### config.mk
export PLATFORM = sky130hd
export DESIGN_NAME = fxp_mul_seq
export DESIGN_NICKNAME = d
export VERILOG_FILES = /design/src/rtl/fxp_pkg.sv /design/src/rtl/fxp_mul_seq.sv
export SDC_FILE = /design/constraint.sdc
export NUM_CORES = 1
export LEC_CHECK = 0
export ABC_AREA = 1
export CORE_MARGIN = 8
export CORE_UTILIZATION = 35
export CTS_BUF_LIST = sky130_fd_sc_hd__clkbuf_16
export DETAILED_ROUTE_END_ITERATION = 16
export MAX_ROUTING_LAYER = met4
export PLACE_DENSITY = 0.62
export SLEW_MARGIN = 20
export SYNTH_ARGS = -nofsm -noshare
export SYNTH_HDL_FRONTEND = slang
export SYNTH_SLANG_ARGS = --single-unit
### constraint.sdc
create_clock -name clk -period 5.97 [get_ports clk]
set_clock_uncertainty 0.1 [all_clocks]
set_input_delay 1.194 -clock clk [delete_from_list [all_inputs] [get_ports clk]]
set_output_delay 1.194 -clock clk [all_outputs]
set_load 0.005 [all_outputs]
### src/rtl/fxp_pkg.sv
// rtl/fxp_pkg.sv - shared Q7.8 signed-magnitude constants and FSM state type
package fxp_pkg;

    localparam int FXP_FRAC_BITS = 8;
    localparam int FXP_MAG_BITS  = 15;
    localparam int FXP_SIGN_BIT  = 15;
    localparam int FXP_ITERS     = 15;
    localparam int FXP_ACC_BITS  = 2 * FXP_MAG_BITS;

    typedef enum logic [1:0] {
        IDLE = 2'd0,
        RUN  = 2'd1,
        DONE = 2'd2
    } fxp_state_e;

endpackage

### src/rtl/fxp_mul_seq.sv
// rtl/fxp_mul_seq.sv - sequential Q7.8 signed-magnitude shift-add multiplier
module fxp_mul_seq
    import fxp_pkg::*;
#(
    parameter int N = 32
) (
    input  logic         clk,
    input  logic         rst,
    input  logic         start,
    input  logic [N-1:0] a,
    input  logic [N-1:0] b,
    output logic         busy,
    output logic         done,
    output logic [N-1:0] c,
    output logic         cout,
    output logic         zero,
    output logic         overflow,
    output logic         neg
);

    localparam int PW = FXP_ACC_BITS - FXP_FRAC_BITS;

    fxp_state_e              state_q, state_d;
    logic [FXP_MAG_BITS-1:0] a_q, a_d;
    logic [FXP_MAG_BITS-1:0] b_q, b_d;
    logic                    s_q, s_d;
    logic [FXP_ACC_BITS-1:0] acc_q, acc_d;
    logic [3:0]              iter_q, iter_d;
    logic [15:0]             c_q, c_d;
    logic                    cout_q, cout_d;
    logic                    zero_q, zero_d;
    logic                    ovf_q, ovf_d;

    logic [FXP_ACC_BITS-1:0] acc_sum;
    logic [PW-1:0]           prod;
    logic                    res_zero;

    generate
        if (N > 16) begin : g_hi
            logic unused_hi;
            assign unused_hi = ^{a[N-1:16], b[N-1:16]};
        end
    endgenerate

    // The partial product for this iteration; also feeds the result path on the last one.
    always_comb begin
        acc_sum  = acc_q + (b_q[iter_q] ? ({{FXP_MAG_BITS{1'b0}}, a_q} << iter_q)
                                        : {FXP_ACC_BITS{1'b0}});
        prod     = acc_sum[FXP_ACC_BITS-1:FXP_FRAC_BITS];
        res_zero = (prod[FXP_MAG_BITS-1:0] == '0);
    end

    always_comb begin
        state_d = state_q;
        a_d     = a_q;
        b_d     = b_q;
        s_d     = s_q;
        acc_d   = acc_q;
        iter_d  = iter_q;
        c_d     = c_q;
        cout_d  = cout_q;
        zero_d  = zero_q;
        ovf_d   = ovf_q;

        case (state_q)
            IDLE, DONE: begin
                state_d = IDLE;
                if (start) begin
                    state_d = RUN;
                    a_d     = a[FXP_MAG_BITS-1:0];
                    b_d     = b[FXP_MAG_BITS-1:0];
                    s_d     = a[FXP_SIGN_BIT] ^ b[FXP_SIGN_BIT];
                    acc_d   = '0;
                    iter_d  = '0;
                end
            end
            RUN: begin
                acc_d  = acc_sum;
                iter_d = iter_q + 4'd1;
                if (iter_q == 4'(FXP_ITERS - 1)) begin
                    state_d = DONE;
                    c_d     = {s_q & ~res_zero, prod[FXP_MAG_BITS-1:0]};
                    cout_d  = prod[FXP_MAG_BITS];
                    zero_d  = res_zero;
                    ovf_d   = |prod[PW-1:FXP_MAG_BITS];
                end
            end
            default: state_d = IDLE;
        endcase
    end

    always_ff @(posedge clk) begin
        if (rst) begin
            state_q <= IDLE;
            a_q     <= '0;
            b_q     <= '0;
            s_q     <= 1'b0;
            acc_q   <= '0;
            iter_q  <= '0;
            c_q     <= '0;
            cout_q  <= 1'b0;
            zero_q  <= 1'b0;
            ovf_q   <= 1'b0;
        end else begin
            state_q <= state_d;
            a_q     <= a_d;
            b_q     <= b_d;
            s_q     <= s_d;
            acc_q   <= acc_d;
            iter_q  <= iter_d;
            c_q     <= c_d;
            cout_q  <= cout_d;
            zero_q  <= zero_d;
            ovf_q   <= ovf_d;
        end
    end

    always_comb begin
        c        = '0;
        c[15:0]  = c_q;
        busy     = (state_q == RUN);
        done     = (state_q == DONE);
        cout     = cout_q;
        zero     = zero_q;
        overflow = ovf_q;
        neg      = c_q[FXP_SIGN_BIT];
    end

endmodule

* After elaboration in Yosys (flattened, before gate mapping)
Cells that the tools add are included.
** Operators by class
- $lt $le $gt $ge :: 1
- Equal/unequal tests :: 5
- Reductions and logical operators :: 8
- Shift operators :: 1
- Div/mod/pow operators :: 0
- Multiply operators :: 0
- Add/sub/neg operators :: 2
- Mux-type cells :: 10
- Bitwise logic cells :: 3
** Operator list (number)
- $mux 30 :: 2
- $pmux 30 s2 :: 1
- $add 30x30->30 :: 1
- $shl 15x4->30 :: 1
- $logic_not 15->1 :: 1
- $pmux 4 s2 :: 1
- $reduce_or 7->1 :: 1
- $reduce_and 2->1 :: 3
- $lt 4x5->1 const B :: 1
- $add 4x1->4 const B :: 1
- $bmux 1 s4 :: 1
- $eq 4x4->1 const B :: 1
- $mux 4 :: 1
- $pmux 2 s2 :: 1
- $eq 2x1->1 const B :: 1
- $eq 2x2->1 const B :: 1
- $logic_not 2->1 :: 1
- $mux 1 :: 2
- $mux 2 :: 1
- $ne 2x1->1 const B :: 1
- $ne 2x2->1 const B :: 1
- $reduce_bool 2->1 :: 1
- $reduce_or 2->1 :: 1
- $and 1x1->1 :: 1
- 2 further kinds :: 2
** Storage, ports and cells
- Flip-flop bits (word level) :: 86
- Bits in read-only memories :: 0
- RAM bits :: 0
- Latch bits :: 0
- Output and inout port bits :: 38
- Memories kept :: 0
- Logic and storage cells :: 40
- Input bits :: 67

* Depth between registers and ports, before layout
- Depth in word-level cells :: 7
- Gate-level depth with buffers :: 29
- Mapped depth without buffers :: 28

* Least setup slack after synthesis
No wires, ideal clock.
- Path type :: register to register
- Start point :: register iter_q[0]
- End point :: register c_q[15]
- Buffers on the path :: 2
- Slack :: 2.919 ns
- Setup time :: 0.134 ns
- Clock period less this slack :: 3.051 ns
- Data arrival time :: 2.817 ns
- Required time :: 5.736 ns
- Cell stages (with the launch flop) :: 25
- Cells stage by stage :: dfxtp_1 > buf_4 > nand2_1 > inv_1 > a221oi_1 > o21ai_1 > nand2_1 > nand2_2 > buf_4 > nand2_1 > inv_1 > ha_1 > nand2_1 > nor2_1 > inv_1 > nor2_1 > nand3b_1 > nand3_1 > nand2_1 > nand2_1 > nand2_1 > nor2_2 > nand3_2 > nand2_1 > a21oi_1
** On the way
- Word-level cells in the longest chain between the ends :: 7
- Elaborated cells between the ends (all ways) :: 10
- Those cells by class :: add/sub (1); eq/ne (1); shift (1); mux (3); bitwise (2); reduce/logical (2)
** Ends and longest elaborated chain
- from (decl) :: line fxp_mul_seq.sv:28 : logic [3:0] iter_q, iter_d;
- from (signal assigned) :: line fxp_mul_seq.sv:110 : iter_q <= iter_d;
- $bmux 1 s4 :: line fxp_mul_seq.sv:47 : acc_sum = acc_q + (b_q[iter_q] ? ({{FXP_MAG_BITS{1'b0}}, a_q} << iter_q)
- $mux 1 (implied by the code) :: line fxp_mul_seq.sv:47
- $mux 30 :: line fxp_mul_seq.sv:47
- $add 30x30->30 :: line fxp_mul_seq.sv:47
- $logic_not 15->1 :: line fxp_mul_seq.sv:50 : res_zero = (prod[FXP_MAG_BITS-1:0] == '0);
- $not 1->1 :: line fxp_mul_seq.sv:82 : c_d = {s_q & ~res_zero, prod[FXP_MAG_BITS-1:0]};
- $and 1x1->1 :: line fxp_mul_seq.sv:82
- to (signal assigned) :: line fxp_mul_seq.sv:100 : c_q <= '0;
- to (signal assigned) :: line fxp_mul_seq.sv:111 : c_q <= c_d;
- to (decl) :: line fxp_mul_seq.sv:29 : logic [15:0] c_q, c_d;
Several ways; a longest one is shown, not always the timed one. The select of a mux whose other input is x is not followed.
A chain may end at the register's enable or synchronous reset.

* Worst setup path in the final report
- Start point :: register iter_q[1]
- End point :: register c_q[15]
Same word-level chain as after synthesis.

==> results.rst <==
.. list-table::
   :header-rows: 1

   * - Metric
     - Value
   * - Status
     - complete, no violations
   * - Startpoint of the lowest-slack register-to-register path
     - iter_q[1]$_SDFFE_PP0P_
   * - IO Port Bufs
     - 56
   * - Clock insertion delay at the later pin of the skew report
     - 0.36 ns
   * - Ratio of total power to cell area
     - 192 nW/µm²
   * - Wire per inst
     - 13.5 µm
   * - Data required time at the worst endpoint
     - 6.09 ns
   * - Combinational share of power
     - 15.7%
   * - Clock slew seen by the registers of the worst setup and hold paths
     - 0.07 ns
   * - Post-DP HPWL
     - 14300 µm
   * - Post-CTS sizing
     - 0
   * - Top cell type's share of synthesized area
     - 26.8%
   * - Site row count
     - 49
   * - Top cells by area, synth
     - sky130_fd_sc_hd__dfxtp_1 (27%), sky130_fd_sc_hd__nand2_1 (19%), sky130_fd_sc_hd__inv_1 (8.4%)
   * - Drt initial violations
     - 386
   * - Pin count of the biggest net entering global routing
     - 47
   * - Final core area utilization
     - 40.9%
   * - Layout Nets
     - 1220
   * - Crit path launch
     - iter_q[1]$_SDFFE_PP0P_
   * - Number of DRC violations after detailed routing
     - 0
   * - Yosys reg bits
     - 86
   * - Number of distinct library cell variants in the gate-level netlist after synthesis
     - 44
   * - Final standard cell count with taps included and fillers excluded
     - 1355
   * - Final hold vios
     - 0
   * - Share of post-route cells with drive strength above 1
     - 6.22%
   * - Number of warnings reported in the yosys synthesis log
     - 0
   * - Overflow left after global routing
     - 0
   * - Aggregate negative setup slack
     - 0 ns
   * - Element type at the critical path end
     - flop
   * - Cell count after placement
     - 1339
   * - Number of max-cap violations
     - 0
   * - FFs w/ async S/R, synth
     - 0%
   * - Die ar.
     - 23000 µm²
   * - Number of filler instances in the final layout
     - 2033
   * - Actual transition at the worst max-transition pin
     - 1.06 ns
   * - Wire length after detailed routing
     - 18300 µm
   * - Clock buffer depth
     - 2
   * - Top-level port count
     - 105
   * - Final Cell Area
     - 7380 µm²
   * - Initial Util
     - 35.7%
   * - Wire length of the first global-routing pass
     - 30000 µm
   * - Critical path arrival
     - 4.48 ns
   * - Synthesized-area fraction occupied by adder cells
     - 6.34%
   * - Simple-Gate Fraction of Synth Area
     - 36.6%
   * - Most frequent cell after synthesis
     - sky130_fd_sc_hd__nand2_1
   * - Via count of the first global-routing pass
     - 5968
   * - Clock tree from TritonCTS
     - yes
   * - Depth of the most critical reg-to-reg path
     - 22
   * - Part of the power in registers
     - 43.2%
   * - Proportion of power drawn by the clock network
     - 41.1%
   * - Highest clock frequency the design can meet
     - 230 MHz
   * - Count of hold-fix buffers inserted at cts
     - 0
   * - Residual antenna-violating net count after detailed routing
     - 0
   * - Die Ht
     - 152 µm
   * - Number of sinks driven by the clock tree
     - 86
   * - Largest family of logic cells by synthesized area
     - simple AND/OR/NAND/NOR gates
   * - Total number of vias
     - 6432
   * - Area delta synth->final
     - 14.7%
   * - Normalized max-slew margin
     - 28.9%
   * - Post-CTS Setup Inserts
     - 0
   * - Worst Path Max Fanout
     - 23
   * - Xor/xnor cell area share of the yosys netlist
     - 0.408%
   * - P_leak
     - 3.60 nW
   * - Largest vdd supply drop
     - 0.140 mV
   * - Area of the core region
     - 18000 µm²
   * - GRT Resource Usage Total
     - 16.7%
   * - Reg2Reg Capture Point
     - c_q[15]$_SDFFE_PP0P_
   * - Kind of critical path
     - flop to flop
   * - Post-detailed-placement cell area
     - 7080 µm²
   * - Part of the Yosys area used for sequential elements
     - 26.8%
   * - Internal power of the cells
     - 969 µW
   * - Worst hold stages
     - 2
   * - Complex-gate fraction of the synthesized area
     - 15.7%
   * - Number of enable flip-flop cells after synthesis
     - 0
   * - Clock root buffer master
     - sky130_fd_sc_hd__clkbuf_16
   * - Max-slew violations
     - 0
   * - Setup repair after global routing missed its margin
     - false
   * - Minimum period implied by the final worst setup slack
     - 4.35 ns
   * - Post-route clock period utilization
     - 72.9%
   * - Number of buffers created by CTS
     - 9
   * - Antenna violations before repair
     - 0
   * - Proportion of synthesized area in mux cells
     - 0.467%
   * - Most area-hungry cell type in the Yosys netlist
     - sky130_fd_sc_hd__dfxtp_1
   * - Total of endpoints with negative setup slack in the final report
     - 0
   * - Detail-routed via count per cell
     - 4.75
   * - Worst hold path type
     - flop to flop
   * - Net switching power of the design
     - 446 µW
   * - Worst hold start
     - acc_q[0]$_SDFFE_PP0P_
   * - Reg-to-reg slack, setup
     - 1.62 ns
   * - Routability congestion estimate
     - 0.903
   * - Proportion of total power due to net switching
     - 31.5%
   * - CP startpoint kind
     - flop
   * - Width of the die
     - 152 µm
   * - Cell area after technology mapping
     - 6430 µm²
   * - Leading post-synthesis cells by instance count
     - sky130_fd_sc_hd__nand2_1 (332), sky130_fd_sc_hd__inv_1 (144), sky130_fd_sc_hd__nor2_1 (132), sky130_fd_sc_hd__o21ai_0 (95), sky130_fd_sc_hd__dfxtp_1 (86)
   * - Destination of the worst hold path
     - acc_q[0]$_SDFFE_PP0P_
   * - Most common flop cell mapped by yosys
     - sky130_fd_sc_hd__dfxtp_1
   * - Fin Hold WS
     - 0.371 ns
   * - H-tree levels
     - 3
   * - Diodes inserted
     - 0
   * - Cells after Synth
     - 1090
   * - DR pass1 iterations
     - 5
   * - Syn Area/Cell
     - 5.90 µm²
==> cell families (layout without fill, tap and decap cells) <==
logic type	after synthesis	count (layout)
flops	86	86
other cells	1	16
compound gates	185	185
simple gates	568	568
xor+xnor	3	3
buf+inv	212	233
mux	3	3
fa+ha+maj	32	32
==> worst max-delay path: stages (launching register included) <==
cell and delay [ns]:
sky130_fd_sc_hd__dfxtp_1 0.69, sky130_fd_sc_hd__inv_2 0.30, sky130_fd_sc_hd__nor2_4 0.20, sky130_fd_sc_hd__a221oi_1 0.09, sky130_fd_sc_hd__o21ai_0 0.13, sky130_fd_sc_hd__nand3_2 0.26, sky130_fd_sc_hd__nor2_1 0.19, sky130_fd_sc_hd__ha_1 0.21
sky130_fd_sc_hd__inv_1 0.06, sky130_fd_sc_hd__fa_1 0.38, sky130_fd_sc_hd__inv_1 0.16, sky130_fd_sc_hd__nand2_1 0.09, sky130_fd_sc_hd__nand2_1 0.09, sky130_fd_sc_hd__and2_1 0.22, sky130_fd_sc_hd__nand3_1 0.16, sky130_fd_sc_hd__nand3_1 0.20
sky130_fd_sc_hd__nand2_1 0.09, sky130_fd_sc_hd__nand2_1 0.13, sky130_fd_sc_hd__nand2_1 0.08, sky130_fd_sc_hd__nor2_2 0.09, sky130_fd_sc_hd__nand3_2 0.12, sky130_fd_sc_hd__nand2_1 0.10, sky130_fd_sc_hd__a21oi_1 0.06
==> how the worst max path moves through the flow <==
stage,to,slack [ns]
floorplan,c_q[15]$_SDFFE_PP0P_,2.92
global placement,c_q[15]$_SDFFE_PP0P_,1.67
detailed placement,c_q[15]$_SDFFE_PP0P_,1.62
CTS,c_q[15]$_SDFFE_PP0P_,1.62
global route,c_q[15]$_SDFFE_PP0P_,1.19
finish,c_q[15]$_SDFFE_PP0P_,1.62
==> cell usage in the layout (no fill, tap or decap), types with 3 or more instances in the layout <==
| cell type | count |
|---|---|
| sky130_fd_sc_hd__buf_4 | 6 |
| sky130_fd_sc_hd__nor3_1 | 6 |
| sky130_fd_sc_hd__nand4_1 | 9 |
| sky130_fd_sc_hd__o211ai_1 | 10 |
| sky130_fd_sc_hd__nor2_1 | 131 |
| sky130_fd_sc_hd__inv_1 | 143 |
| sky130_fd_sc_hd__dfxtp_1 | 86 |
| sky130_fd_sc_hd__nand3b_1 | 4 |
| sky130_fd_sc_hd__a31oi_1 | 4 |
| sky130_fd_sc_hd__a21oi_1 | 57 |
| sky130_fd_sc_hd__mux2i_1 | 3 |
| sky130_fd_sc_hd__clkdlybuf4s50_1 | 55 |
| sky130_fd_sc_hd__conb_1 | 16 |
| sky130_fd_sc_hd__ha_1 | 31 |
| sky130_fd_sc_hd__a221oi_1 | 3 |
| sky130_fd_sc_hd__inv_2 | 11 |
| sky130_fd_sc_hd__nand2_2 | 11 |
| sky130_fd_sc_hd__or2_2 | 4 |
| sky130_fd_sc_hd__nor2_2 | 12 |
| sky130_fd_sc_hd__clkbuf_16 | 9 |
| sky130_fd_sc_hd__o21ai_0 | 95 |
| sky130_fd_sc_hd__nand3_1 | 47 |
| sky130_fd_sc_hd__nand3_2 | 4 |
| sky130_fd_sc_hd__nand2_1 | 332 |
==> layout make-up <==
| type | count | area (µm²) | area share, % |
|---|---|---|---|
| inverter | 155 | 582 | 7.89 |
| sequential | 86 | 1720 | 23.3 |
| multi-input combinational | 807 | 3890 | 52.7 |
| clock inverter | 7 | 73.8 | 1.00 |
| timing repair buffer | 62 | 601 | 8.14 |
| clock buffer | 9 | 225 | 3.05 |
| tap | 229 | 287 | 3.88 |
==> flip-flops by register name, summed over array words and instances, names as in the netlist, 2 cells and up <==
register  count
a_q          15
acc_q        30
b_q          15
c_q          16
iter_q        4
state_q       2
==> power groups by stage <==
stage / Combinational (mW) / Clock [mW] / Sequential (mW)
2_1_floorplan: 0.165 / 0 / 0.618
3_3_place_gp: 0.223 / 0 / 0.624
3_5_place_dp: 0.224 / 0 / 0.624
4_1_cts: 0.225 / 0.597 / 0.611
5_1_grt: 0.253 / 0.617 / 0.614
6_report: 0.223 / 0.582 / 0.611
==> metrics by stage <==
stage / total power [mW] / worst slack, ns
4_1_cts: 1.43 / 1.62
5_1_grt: 1.48 / 1.19
3_3_place_gp: 0.847 / 1.67
3_5_place_dp: 0.848 / 1.62
2_1_floorplan: 0.783 / 2.92
6_report: 1.41 / 1.62
==> per-layer routing <==
| layer | global-route usage (%) | up-vias | share of wire [%] |
|---|---|---|---|
| met5 | - | - | 0 |
| met4 | 5.63 | 0 | 2.3 |
| li1 | - | 3477 | - |
| met2 | 27.1 | 112 | 46 |
| met3 | 2.49 | 29 | 3.3 |
| met1 | 21.0 | 2814 | 48 |
Note: power is estimated with default switching activity, not from simulation.
